--- src/rtl/uc_pkg.sv ---
// Shared definitions for the multicycle control unit: FSM state encodings,
// major opcode values and immediate-format selects.
package uc_pkg;

    typedef enum logic [2:0] {
        ST_FETCH  = 3'd0,
        ST_DECODE = 3'd1,
        ST_EXEC   = 3'd2,
        ST_MEM    = 3'd3,
        ST_WB     = 3'd4,
        ST_TRAP   = 3'd5
    } state_t;

    typedef enum logic [3:0] {
        CL_R,
        CL_IALU,
        CL_LOAD,
        CL_STORE,
        CL_BRANCH,
        CL_JAL,
        CL_JALR,
        CL_LUI,
        CL_ILLEGAL
    } iclass_t;

    localparam logic [6:0] OP_R      = 7'd51;
    localparam logic [6:0] OP_IALU   = 7'd19;
    localparam logic [6:0] OP_LOAD   = 7'd3;
    localparam logic [6:0] OP_STORE  = 7'd35;
    localparam logic [6:0] OP_BRANCH = 7'd99;
    localparam logic [6:0] OP_JAL    = 7'd111;
    localparam logic [6:0] OP_JALR   = 7'd103;
    localparam logic [6:0] OP_LUI    = 7'd55;

    localparam logic [2:0] IMM_I    = 3'd0;
    localparam logic [2:0] IMM_S    = 3'd1;
    localparam logic [2:0] IMM_B    = 3'd2;
    localparam logic [2:0] IMM_U    = 3'd3;
    localparam logic [2:0] IMM_J    = 3'd4;
    localparam logic [2:0] IMM_NONE = 3'd5;

endpackage

--- src/rtl/uc_multicycle_if.sv ---
// Bus bundle between the control unit (master) and its memory/datapath
// environment (slave): fetch/data handshakes, control strobes and status.
interface uc_multicycle_if #(
    parameter int INSTRET_W = 16
);
    logic [6:0]           opcode;
    logic                 imem_req;
    logic                 imem_ack;
    logic                 dmem_req;
    logic                 dmem_ack;
    logic [2:0]           ImmSel;
    logic                 branch;
    logic                 jump;
    logic                 jumplink;
    logic                 memtoreg;
    logic                 MemW;
    logic                 ALUsrc;
    logic                 RegW;
    logic                 LUItoReg;
    logic                 IRW;
    logic                 PCW;
    logic [2:0]           state;
    logic [INSTRET_W-1:0] instret;
    logic                 trap;

    modport master (
        input  opcode, imem_ack, dmem_ack,
        output imem_req, dmem_req, ImmSel, branch, jump, jumplink, memtoreg,
               MemW, ALUsrc, RegW, LUItoReg, IRW, PCW, state, instret, trap
    );

    modport slave (
        output opcode, imem_ack, dmem_ack,
        input  imem_req, dmem_req, ImmSel, branch, jump, jumplink, memtoreg,
               MemW, ALUsrc, RegW, LUItoReg, IRW, PCW, state, instret, trap
    );

endinterface

--- src/rtl/uc_decode.sv ---
// Combinational opcode decoder: latched opcode -> instruction class,
// immediate format select and ALU operand-B select.
module uc_decode
    import uc_pkg::*;
(
    input  logic [6:0] i_ir_op,
    output iclass_t    o_class,
    output logic [2:0] o_immsel,
    output logic       o_alusrc
);

    always_comb begin
        o_class  = CL_ILLEGAL;
        o_immsel = IMM_NONE;
        o_alusrc = 1'b0;
        unique case (i_ir_op)
            OP_R:      begin o_class = CL_R;      o_immsel = IMM_NONE; end
            OP_IALU:   begin o_class = CL_IALU;   o_immsel = IMM_I; o_alusrc = 1'b1; end
            OP_LOAD:   begin o_class = CL_LOAD;   o_immsel = IMM_I; o_alusrc = 1'b1; end
            OP_STORE:  begin o_class = CL_STORE;  o_immsel = IMM_S; o_alusrc = 1'b1; end
            OP_BRANCH: begin o_class = CL_BRANCH; o_immsel = IMM_B; end
            OP_JAL:    begin o_class = CL_JAL;    o_immsel = IMM_J; end
            OP_JALR:   begin o_class = CL_JALR;   o_immsel = IMM_I; o_alusrc = 1'b1; end
            OP_LUI:    begin o_class = CL_LUI;    o_immsel = IMM_U; end
            default:   begin o_class = CL_ILLEGAL; o_immsel = IMM_NONE; end
        endcase
    end

endmodule

--- src/rtl/uc_multicycle.sv ---
// Multicycle control unit: FETCH/DECODE/EXEC/MEM/WB sequencing, ack wait
// counter and retired-instruction counter. Define UC_TRAP_EN for trap support.
//
// state  | meaning
// FETCH  | imem_req high, latch opcode on imem_ack
// DECODE | one cycle, classify latched opcode
// EXEC   | branch/jump strobes; branch (and NOP) retire here
// MEM    | dmem_req high until dmem_ack; store retires on ack
// WB     | register write-back, retire
// TRAP   | illegal opcode or ack timeout; left only by rst
module uc_multicycle
    import uc_pkg::*;
#(
    parameter int WAIT_MAX  = 15,
    parameter int INSTRET_W = 16
) (
    input  logic                   clk,
    input  logic                   rst,
    uc_multicycle_if.master        bus
);

`ifdef UC_TRAP_EN
    localparam bit TRAP_EN = 1'b1;
`else
    localparam bit TRAP_EN = 1'b0;
`endif

    state_t               r_state;
    state_t               w_state_nxt;
    logic [6:0]           r_ir_op;
    logic [7:0]           r_wait;
    logic [INSTRET_W-1:0] r_instret;

    iclass_t              w_class;
    logic [2:0]           w_dec_immsel;
    logic                 w_dec_alusrc;
    logic                 w_wait_max;

    logic                 w_imem_req;
    logic                 w_dmem_req;
    logic [2:0]           w_immsel;
    logic                 w_branch;
    logic                 w_jump;
    logic                 w_jumplink;
    logic                 w_memtoreg;
    logic                 w_memw;
    logic                 w_alusrc;
    logic                 w_regw;
    logic                 w_luitoreg;
    logic                 w_irw;
    logic                 w_pcw;

    uc_decode u_decode (
        .i_ir_op  (r_ir_op),
        .o_class  (w_class),
        .o_immsel (w_dec_immsel),
        .o_alusrc (w_dec_alusrc)
    );

    assign w_wait_max = (r_wait == 8'(WAIT_MAX));

    always_ff @(posedge clk) begin
        if (rst) r_state <= ST_FETCH;
        else     r_state <= w_state_nxt;
    end

    // A missing ack only times out when the count has already reached WAIT_MAX,
    // so an ack in that same cycle is still taken.
    always_comb begin
        w_state_nxt = r_state;
        unique case (r_state)
            ST_FETCH: begin
                if (bus.imem_ack)                 w_state_nxt = ST_DECODE;
                else if (TRAP_EN && w_wait_max)   w_state_nxt = ST_TRAP;
            end
            ST_DECODE: begin
                if (TRAP_EN && (w_class == CL_ILLEGAL)) w_state_nxt = ST_TRAP;
                else                                    w_state_nxt = ST_EXEC;
            end
            ST_EXEC: begin
                unique case (w_class)
                    CL_LOAD, CL_STORE:     w_state_nxt = ST_MEM;
                    CL_BRANCH, CL_ILLEGAL: w_state_nxt = ST_FETCH;
                    default:               w_state_nxt = ST_WB;
                endcase
            end
            ST_MEM: begin
                if (bus.dmem_ack)
                    w_state_nxt = (w_class == CL_LOAD) ? ST_WB : ST_FETCH;
                else if (TRAP_EN && w_wait_max)
                    w_state_nxt = ST_TRAP;
            end
            ST_WB:   w_state_nxt = ST_FETCH;
            ST_TRAP: w_state_nxt = ST_TRAP;
            default: w_state_nxt = ST_FETCH;
        endcase
    end

    always_comb begin
        w_imem_req = 1'b0;
        w_dmem_req = 1'b0;
        w_immsel   = 3'd0;
        w_branch   = 1'b0;
        w_jump     = 1'b0;
        w_jumplink = 1'b0;
        w_memtoreg = 1'b0;
        w_memw     = 1'b0;
        w_alusrc   = 1'b0;
        w_regw     = 1'b0;
        w_luitoreg = 1'b0;
        w_irw      = 1'b0;
        w_pcw      = 1'b0;
        if (r_state inside {ST_DECODE, ST_EXEC, ST_MEM, ST_WB}) begin
            w_immsel = w_dec_immsel;
            w_alusrc = w_dec_alusrc;
        end
        unique case (r_state)
            ST_FETCH: begin
                w_imem_req = 1'b1;
                w_irw      = bus.imem_ack;
            end
            ST_EXEC: begin
                w_branch = (w_class == CL_BRANCH);
                w_jump   = (w_class == CL_JAL) || (w_class == CL_JALR);
                w_pcw    = (w_class == CL_BRANCH) || (w_class == CL_ILLEGAL);
            end
            ST_MEM: begin
                w_dmem_req = 1'b1;
                w_memw     = (w_class == CL_STORE);
                w_pcw      = (w_class == CL_STORE) && bus.dmem_ack;
            end
            ST_WB: begin
                w_regw     = 1'b1;
                w_memtoreg = (w_class == CL_LOAD);
                w_jumplink = (w_class == CL_JAL) || (w_class == CL_JALR);
                w_luitoreg = (w_class == CL_LUI);
                w_pcw      = 1'b1;
            end
            default: ;
        endcase
    end

    // Wait count restarts on every state change; it saturates so unbounded
    // waits in the trap-less build never wrap.
    always_ff @(posedge clk) begin
        if (rst) begin
            r_ir_op   <= 7'd0;
            r_wait    <= 8'd0;
            r_instret <= '0;
        end else begin
            if (w_irw) r_ir_op <= bus.opcode;
            if ((r_state == ST_FETCH || r_state == ST_MEM) && (w_state_nxt == r_state)) begin
                if (r_wait != 8'hFF) r_wait <= r_wait + 8'd1;
            end else begin
                r_wait <= 8'd0;
            end
            if (w_pcw) r_instret <= r_instret + INSTRET_W'(1);
        end
    end

    assign bus.imem_req = w_imem_req;
    assign bus.dmem_req = w_dmem_req;
    assign bus.ImmSel   = w_immsel;
    assign bus.branch   = w_branch;
    assign bus.jump     = w_jump;
    assign bus.jumplink = w_jumplink;
    assign bus.memtoreg = w_memtoreg;
    assign bus.MemW     = w_memw;
    assign bus.ALUsrc   = w_alusrc;
    assign bus.RegW     = w_regw;
    assign bus.LUItoReg = w_luitoreg;
    assign bus.IRW      = w_irw;
    assign bus.PCW      = w_pcw;
    assign bus.state    = r_state;
    assign bus.instret  = r_instret;
`ifdef UC_TRAP_EN
    assign bus.trap     = (r_state == ST_TRAP);
`else
    assign bus.trap     = 1'b0;
`endif

endmodule

--- src/flat_wrapper.sv ---
// flat-port wrapper written by rule: the top's interface ports become plain ports
module uc_multicycle_flat import uc_pkg::*;
#(
    parameter int WAIT_MAX  = 15,
    parameter int INSTRET_W = 16
)
  (clk, rst, bus_opcode, bus_imem_ack, bus_dmem_ack, bus_imem_req, bus_dmem_req, bus_ImmSel, bus_branch, bus_jump, bus_jumplink, bus_memtoreg, bus_MemW, bus_ALUsrc, bus_RegW, bus_LUItoReg, bus_IRW, bus_PCW, bus_state, bus_instret, bus_trap);
  uc_multicycle_if #(.INSTRET_W(INSTRET_W)) bus_i ();
  input  logic clk;
  input  logic rst;
  input wire logic [$bits(bus_i.opcode)-1:0] bus_opcode;
  input wire logic [$bits(bus_i.imem_ack)-1:0] bus_imem_ack;
  input wire logic [$bits(bus_i.dmem_ack)-1:0] bus_dmem_ack;
  output wire logic [$bits(bus_i.imem_req)-1:0] bus_imem_req;
  output wire logic [$bits(bus_i.dmem_req)-1:0] bus_dmem_req;
  output wire logic [$bits(bus_i.ImmSel)-1:0] bus_ImmSel;
  output wire logic [$bits(bus_i.branch)-1:0] bus_branch;
  output wire logic [$bits(bus_i.jump)-1:0] bus_jump;
  output wire logic [$bits(bus_i.jumplink)-1:0] bus_jumplink;
  output wire logic [$bits(bus_i.memtoreg)-1:0] bus_memtoreg;
  output wire logic [$bits(bus_i.MemW)-1:0] bus_MemW;
  output wire logic [$bits(bus_i.ALUsrc)-1:0] bus_ALUsrc;
  output wire logic [$bits(bus_i.RegW)-1:0] bus_RegW;
  output wire logic [$bits(bus_i.LUItoReg)-1:0] bus_LUItoReg;
  output wire logic [$bits(bus_i.IRW)-1:0] bus_IRW;
  output wire logic [$bits(bus_i.PCW)-1:0] bus_PCW;
  output wire logic [$bits(bus_i.state)-1:0] bus_state;
  output wire logic [$bits(bus_i.instret)-1:0] bus_instret;
  output wire logic [$bits(bus_i.trap)-1:0] bus_trap;
  assign bus_i.opcode = bus_opcode;
  assign bus_i.imem_ack = bus_imem_ack;
  assign bus_i.dmem_ack = bus_dmem_ack;
  assign bus_imem_req = bus_i.imem_req;
  assign bus_dmem_req = bus_i.dmem_req;
  assign bus_ImmSel = bus_i.ImmSel;
  assign bus_branch = bus_i.branch;
  assign bus_jump = bus_i.jump;
  assign bus_jumplink = bus_i.jumplink;
  assign bus_memtoreg = bus_i.memtoreg;
  assign bus_MemW = bus_i.MemW;
  assign bus_ALUsrc = bus_i.ALUsrc;
  assign bus_RegW = bus_i.RegW;
  assign bus_LUItoReg = bus_i.LUItoReg;
  assign bus_IRW = bus_i.IRW;
  assign bus_PCW = bus_i.PCW;
  assign bus_state = bus_i.state;
  assign bus_instret = bus_i.instret;
  assign bus_trap = bus_i.trap;
  uc_multicycle #(.WAIT_MAX(WAIT_MAX), .INSTRET_W(INSTRET_W)) u_core (.clk(clk), .rst(rst), .bus(bus_i));
endmodule
--- config.mk ---
export PLATFORM = sky130hd
export DESIGN_NAME = uc_multicycle_flat
export DESIGN_NICKNAME = d
export VERILOG_FILES = /design/src/rtl/uc_pkg.sv /design/src/rtl/uc_multicycle_if.sv /design/src/rtl/uc_decode.sv /design/src/rtl/uc_multicycle.sv /design/src/flat_wrapper.sv
export SDC_FILE = /design/constraint.sdc
export NUM_CORES = 1
export LEC_CHECK = 0
export ABC_AREA = 1
export CAP_MARGIN = 20
export CORE_ASPECT_RATIO = 1.2
export CORE_MARGIN = 10
export CORE_UTILIZATION = 45
export CTS_CLUSTER_SIZE = 40
export DETAILED_ROUTE_END_ITERATION = 6
export PLACE_DENSITY = 0.79
export SLEW_MARGIN = 0
export SYNTH_ARGS = -nofsm -noshare
export SYNTH_HDL_FRONTEND = slang
export SYNTH_HIERARCHICAL = 1
export SYNTH_SLANG_ARGS = --single-unit
export TNS_END_PERCENT = 5
--- constraint.sdc ---
create_clock -name clk -period 2.7 [get_ports clk]
set_input_delay 0.54 -clock clk [delete_from_list [all_inputs] [get_ports clk]]
set_output_delay 0.54 -clock clk [all_outputs]
set_load 0.01 [all_outputs]
==> results of run 1 <==
[per-layer routing]
layer	vias up	track usage [%]	wire length [um]
met5	-	0	0
met4	0	5.415	0
met3	0	3.279	345
met2	61	26.93	2449
met1	897	14.81	1986
li1	1012	-	-
[synth_stat cells]
cell and instances:
dfxtp_1 26, nor2_2 8, nand2_1 87, nor2_1 31, ha_1 1, nand2_2 6
xnor2_1 2, nand4_1 20, nand3_2 3, o21ai_0 2, xor2_1 3, clkinv_1 1
nand3_1 18, buf_4 1, clkbuf_1 4, o211ai_1 1, nor2_4 1, conb_1 1
buf_2 1, inv_1 26, a22oi_1 1, nand3b_1 1, inv_2 5, buf_6 2
nor3_1 7, a21oi_1 24
[power groups by stage]
stage,sequential (uW),combinational (uW),clock (uW)
CTS,422,209,332
floorplan,428,119,0
finish,423,207,323
global route,427,233,351
global placement,429,204,0
detailed placement,430,209,0
[registers in the layout (all words and copies together), names as in the netlist]
register and count:
u_core/bus.instret 16, u_core/bus.state 3, u_core/r_ir_op 7
[worst max path at each step]
stage | startpoint | to
6_report | u_core/r_ir_op[1] | bus_PCW
5_1_grt | u_core/r_ir_op[2] | bus_PCW
4_1_cts | u_core/r_ir_op[3] | bus_PCW
3_5_place_dp | u_core/r_ir_op[4] | bus_PCW
3_3_place_gp | u_core/r_ir_op[4] | bus_PCW
2_1_floorplan | u_core/r_ir_op[3] | bus_PCW
[final cells by class]
cell class                      instances  share of cell area [%]
Clock buffer                            3                   1.780
Clock inverter                          1                   1.295
Inverter                               32                   5.178
Multi-Input combinational cell        217                   45.42
Sequential cell                        26                   22.65
Tap cell                               52                   2.805
Timing Repair Buffer                   51                   20.87
[worst register-to-register path: cells and delay by family, from the launching register on]
family                 cells  cell delay (ns)
buffers and inverters      2             0.41
DFF                        1             0.35
and+or+nand+nor            8             0.87
AOI/OAI and AO/OA          2             0.35
[timing repair]
| item | in CTS | in global routing |
|---|---|---|
| pin swaps | 1 | 0 |
| endpoints found under the setup margin | 7 | 2 |
| buffers inserted | 1 | 0 |
| gates resized for setup | 13 | 3 |
| endpoints found under the hold margin | 0 | 0 |
[logic make-up (layout without fill, tap and decap cells)]
| logic type | after synthesis | count (layout) |
|---|---|---|
| AND/OR/NAND/NOR | 182 | 182 |
| AO/OA/AOI/OAI | 28 | 28 |
| buffers and inverters | 40 | 87 |
| other | 1 | 1 |
| XOR/XNOR | 5 | 5 |
| adder cells (fa/ha/maj) | 1 | 1 |
| flip-flops | 26 | 26 |
[per-stage QoR]
stage / setup WS [ns] / utilization, %
floorplan: 0.6686 / -
global placement: 0.1611 / 60.76
detailed placement: 0.1246 / 60.76
CTS: 0.1568 / 63.08
global route: 0.02354 / 63.32
finish: 0.1411 / 63.32
==> flow_metrics.py, run 1 <==
metrics = {
    "cts": {
        "cts_buffers": 3,
        "cts_root_buf": "clkbuf_8",
        "cts-hold-fix-buffers": 0,
        "clock_path_buffers": 2,
        "cts.sinks": 26,
        "clk_pin_slew_ns": 0.09,
        "worst_skew_pair.late_latency_ns": 0.27,
        "ctsHtreeMaxLevel": 1,
        "cts_tree": "done",
    },
    "power": {
        "p_int_uw": 690.5,
        "sequentialPowerShare_pct": 44.4,
        "finalPower_uw": 953.3,
        "clockPowerShare_pct": 33.9,
        "power_density_nw_per_um2": 411.0,
        "switching_share_pct": 27.57,
        "net-switching-power_uw": 262.8,
        "leakage_uw": 0.0009567,
        "comb_power_share_pct": 21.7,
        "peakVddDrop_mv": 0.2866,
    },
    "grt": {
        "grt_max_degree": 22,
        "grt_pass1_vias": 1873,
        "grt_usage_pct": 14.13,
        "antenna_found_initial": 0,
        "grt_pass1_wl_um": 8093,
        "grt_overflow_total": 0,
    },
    "yosys": {
        "yosys-mux-area-fraction_pct": 0,
        "synth_top_family_by_area": "simple AND/OR/NAND/NOR gates",
        "synth_fa_ha_area_share_pct": 0.7252,
        "syn_nets": 295,
        "yosysUniqueCellTypes": 26,
        "synth_cells": 283,
        "yosys_warnings": 6,
        "synth_compound_area_share_pct": 8.412,
        "syn_avg_cell_area_sq_um": 6.097,
        "post-synth-top-area-fraction_pct": 30.17,
        "synth.yosys.seq_area_share_pct": 30.17,
        "ys_seq_elements": 26,
        "synth-simple-area-share_pct": 48.08,
        "synth.largest_area_cell": "dfxtp_1",
        "synth_area_leaders": "dfxtp_1 (30%), nand2_1 (19%), nand4_1 (7.3%), a21oi_1 (7.0%), nor2_1 (6.7%)",
        "netlist_area_sq_um": 1725,
        "synthXorXnorAreaFrac_pct": 2.538,
    },
    "floorplanning": {
        "die_x_um": 76.53,
        "fp.dieArea_sq_um": 6721,
        "ios": 46,
        "fp-row-count": 24,
        "fp.coreArea_sq_um": 3664,
        "initial_core_util_pct": 47.10,
        "dieHeight_um": 87.83,
    },
    "detailed_routing": {
        "drt-total-wl_um": 4782,
        "dr_total_vias": 1970,
        "first_iter_violations": 172,
        "vias_per_cell": 5.157,
        "firstDrtPassIters": 4,
        "drc": 0,
        "wl_per_cell_um": 12.52,
        "ant_nets": 0,
    },
    "setup_path": {
        "critPathBufInv": 2,
        "path_class": "flop to output pin",
        "r2r_end": "u_core/bus.instret[9]",
        "path_delay_family": "simple AND/OR/NAND/NOR gates",
        "slowest_delay_ns": 0.35,
        "cp.required_ns": 2.16,
        "arrival_ns": 2.02,
        "r2r_start": "u_core/r_ir_op[1]",
        "crit_chain": "nand2_2 -> nor2_4 -> nand2_1 -> o211ai_1 -> buf_4 -> nand2_1 -> nor2_1 -> nand3_2 -> nand3_2 -> dlygate4sd2_1",
        "worst_setup_path_start_kind": "flop",
        "end_kind": "output pin",
        "critical_path_depth": 10,
        "reg2regPathDepth": 12,
        "slowest_stage": "dfxtp_1",
        "r2r_setup_slack_ns": 0.67,
        "cp_max_fo": 4,
    },
    "timing": {
        "rsz0062_at_grt": "no",
        "finalSetupViolCount": 0,
        "finalCriticalPeriod_ns": 2.559,
        "hold_viol_final": 0,
        "finClkSkew_ns": 0.006182,
        "hold_ws_ns": 0.4845,
        "fmax_mhz": 390.8,
        "slew_viol_final": 0,
        "period_share_pct": 94.77,
        "fin_tns_setup_ns": 0,
    },
    "layout": {
        "final_cell_mix": "nand2_1 (86), clkdlybuf4s50_1 (37), nor2_1 (30)",
        "final_common_cell": "nand2_1",
        "areaGrowthSynthToFinish_pct": 34.44,
        "finalNonFillerCells": 382,
        "antenna_cells": 0,
        "ff_latch_area_sq_um": 525.5,
        "fillCellCount": 346,
        "multiInputGateArea_sq_um": 1054,
        "drive_gt1_share_pct": 12.73,
        "fin_area_sq_um": 2320,
        "fin_nets": 343,
    },
    "worst_hold_path": {
        "hold_depth": 2,
        "hold_path_class": "flop to flop",
        "holdPathEnd": "u_core/r_ir_op[0]",
        "hold_path_startpoint": "u_core/r_ir_op[0]",
    },
    "run": {
        "maxCapViolations": 0,
    },
    "placed_design": {
        "placed_area_sq_um": 2226,
        "post-place-cells": 377,
        "place_hpwl_um": 3700,
        "portBuffers": 44,
        "place_congestion": 0.8727,
    },
    "status": {
        "outcome": "finished, final reports clean",
    },
}
Power figures use the tool's default switching activity.
==> run 2, diff against run 1 <==
==> constraint.sdc (replaced) <==
create_clock -name clk -period 2.7 [get_ports clk]
set_input_delay 0.27 -clock clk [delete_from_list [all_inputs] [get_ports clk]]
set_output_delay 0.27 -clock clk [all_outputs]
set_load 0.01 [all_outputs]
==> run 2 against run 1 <==
  * Sequential share of layout area down 0.20 points
  * Power down 0.22%
  * Die area unchanged
  * Non-clock buffer count down 1
  * Via count down 2.3%
  * Setup slack better by 0.054 ns
==> flow_metrics.py, run 2 (synthesis gave the netlist of run 1 again) <==
metrics = {
    "timing": {
        "fin_tns_setup_ns": 0,
        "finClkSkew_ns": 0.008628,
        "rsz0062_at_grt": "no",
        "period_share_pct": 92.78,
        "fmax_mhz": 399.2,
        "finalSetupViolCount": 0,
        "hold_ws_ns": 0.4892,
        "hold_viol_final": 0,
        "finalCriticalPeriod_ns": 2.505,
        "slew_viol_final": 0,
    },
    "worst_hold_path": {
        "hold_path_startpoint": "u_core/r_ir_op[1]",
        "hold_path_class": "flop to flop",
        "holdPathEnd": "u_core/r_ir_op[1]",
        "hold_depth": 2,
    },
    "placed_design": {
        "place_hpwl_um": 3568,
        "portBuffers": 44,
        "place_congestion": 0.8726,
        "post-place-cells": 375,
    },
    "layout": {
        "fillCellCount": 337,
        "antenna_cells": 0,
        "final_cell_mix": "nand2_1 (87), clkdlybuf4s50_1 (38), nor2_1 (29)",
        "largest_register_ffs": 16,
        "finalNonFillerCells": 381,
        "drive_gt1_share_pct": 10.94,
        "fin_nets": 342,
        "areaGrowthSynthToFinish_pct": 34.66,
        "final_common_cell": "nand2_1",
    },
    "grt": {
        "grt_overflow_total": 0,
        "grt_max_degree": 22,
        "grt_pass1_wl_um": 7845,
        "grt_usage_pct": 13.51,
        "antenna_found_initial": 0,
        "grt_pass1_vias": 1783,
    },
    "cts": {
        "cts_tree": "done",
        "clock_path_buffers": 2,
        "cts-hold-fix-buffers": 0,
        "cts_buffers": 3,
        "worst_skew_pair.late_latency_ns": 0.27,
        "cts_root_buf": "clkbuf_8",
        "clk_pin_slew_ns": 0.09,
        "ctsHtreeMaxLevel": 1,
        "cts.sinks": 26,
    },
    "setup_path": {
        "setup.worst_path.start": "u_core/r_ir_op[1]",
        "r2r_end": "u_core/bus.instret[8]",
        "r2r_setup_slack_ns": 0.55,
        "worst_setup_path_start_kind": "flop",
        "end_kind": "output pin",
        "r2r_start": "u_core/r_ir_op[1]",
        "cp.required_ns": 2.43,
        "cp_max_fo": 4,
        "reg2regPathDepth": 12,
        "arrival_ns": 2.24,
        "path_class": "flop to output pin",
    },
    "run": {
        "maxCapViolations": 0,
    },
    "detailed_routing": {
        "dr_total_vias": 1925,
        "ant_nets": 0,
        "drt-total-wl_um": 4620,
        "vias_per_cell": 5.052,
        "wl_per_cell_um": 12.13,
        "firstDrtPassIters": 4,
        "drc": 0,
        "first_iter_violations": 126,
    },
    "floorplanning": {
        "die_x_um": 76.53,
        "dieHeight_um": 87.83,
        "initial_core_util_pct": 47.10,
        "ios": 46,
        "fp.dieArea_sq_um": 6721,
        "fp-row-count": 24,
        "fp.coreArea_sq_um": 3664,
    },
    "power": {
        "peakVddDrop_mv": 0.2340,
        "finalPower_uw": 951.3,
        "leakage_uw": 0.001020,
        "power_density_nw_per_um2": 409.4,
    },
    "status": {
        "outcome": "finished, final reports clean",
    },
}
run 2: cell types whose count changed in the layout (fill, tap and decap cells not counted):
cell / delta
a21oi_1: +1
clkdlybuf4s50_1: +1
dfxtp_2: -3
dlygate4sd2_1: -7
buf_4: -1
nand3_1: +1
a21oi_2: -1
dlymetal6s2s_1: +6
dfxtp_1: +3
nor2_2: +1
nor2_1: -1
nand3_2: -1
nand2_2: -1
nand2_1: +1
run 2: how the worst max path moves through the flow:
stage | endpoint | slack, ns | cells past startpoint
after floorplan | bus_PCW | 0.94 | 12
after global placement | bus_PCW | 0.38 | 9
after detailed placement | bus_PCW | 0.40 | 9
after CTS | bus_PCW | 0.08 | 9
after global routing | bus_memtoreg | 0.02 | 7
final | bus_memtoreg | 0.19 | 7
run 2: metrics by stage:
stage          utilization [%]  setup slack, ns  area (sq um)
6_report                 63.42           0.1950          2323
3_3_place_gp             60.35           0.3810          2211
5_1_grt                  63.42          0.01765          2323
2_1_floorplan                -           0.9386          1725
3_5_place_dp             60.35           0.3967          2211
4_1_cts                  62.30          0.07721          2282
run 2: report_power, final:
part           internal, uW  total (uW)  switching, uW
registers               400         421           21.5
logic                  88.6         203            115
clock network           198         327            128
run 2: critical path, stage by stage, from the launching register on:
cell and delay, ns:
dfxtp_1 0.35, nand2_2 0.12, nor2_4 0.16, nand2_1 0.08
o211ai_1 0.33, nand3_1 0.18, nor3_1 0.16, clkdlybuf4s50_1 0.57
run 2: repair_timing:
action                                  4_1_cts  5_1_grt
buffers inserted                              0        2
endpoints found under the setup margin        0        3
gates resized for setup                       0       10
run 2: routing by layer:
layer	up-vias	routed length, um	global-route usage, %
met4	0	24	4.061
met2	34	2328	24.38
met1	877	2052	15.45
met3	2	213	3.381
li1	1012	-	-
met5	-	0	0
run 2: final cells by class:
type / count / area, sq um / share of cell area (%)
inverter: 32 / 120.1 / 5.170
clock inverter: 1 / 30.03 / 1.292
clock buffer: 3 / 41.29 / 1.777
tap: 52 / 65.06 / 2.800
timing repair buffer: 50 / 500.5 / 21.54
sequential: 26 / 521.8 / 22.46
multi-input combinational: 217 / 1045 / 44.96
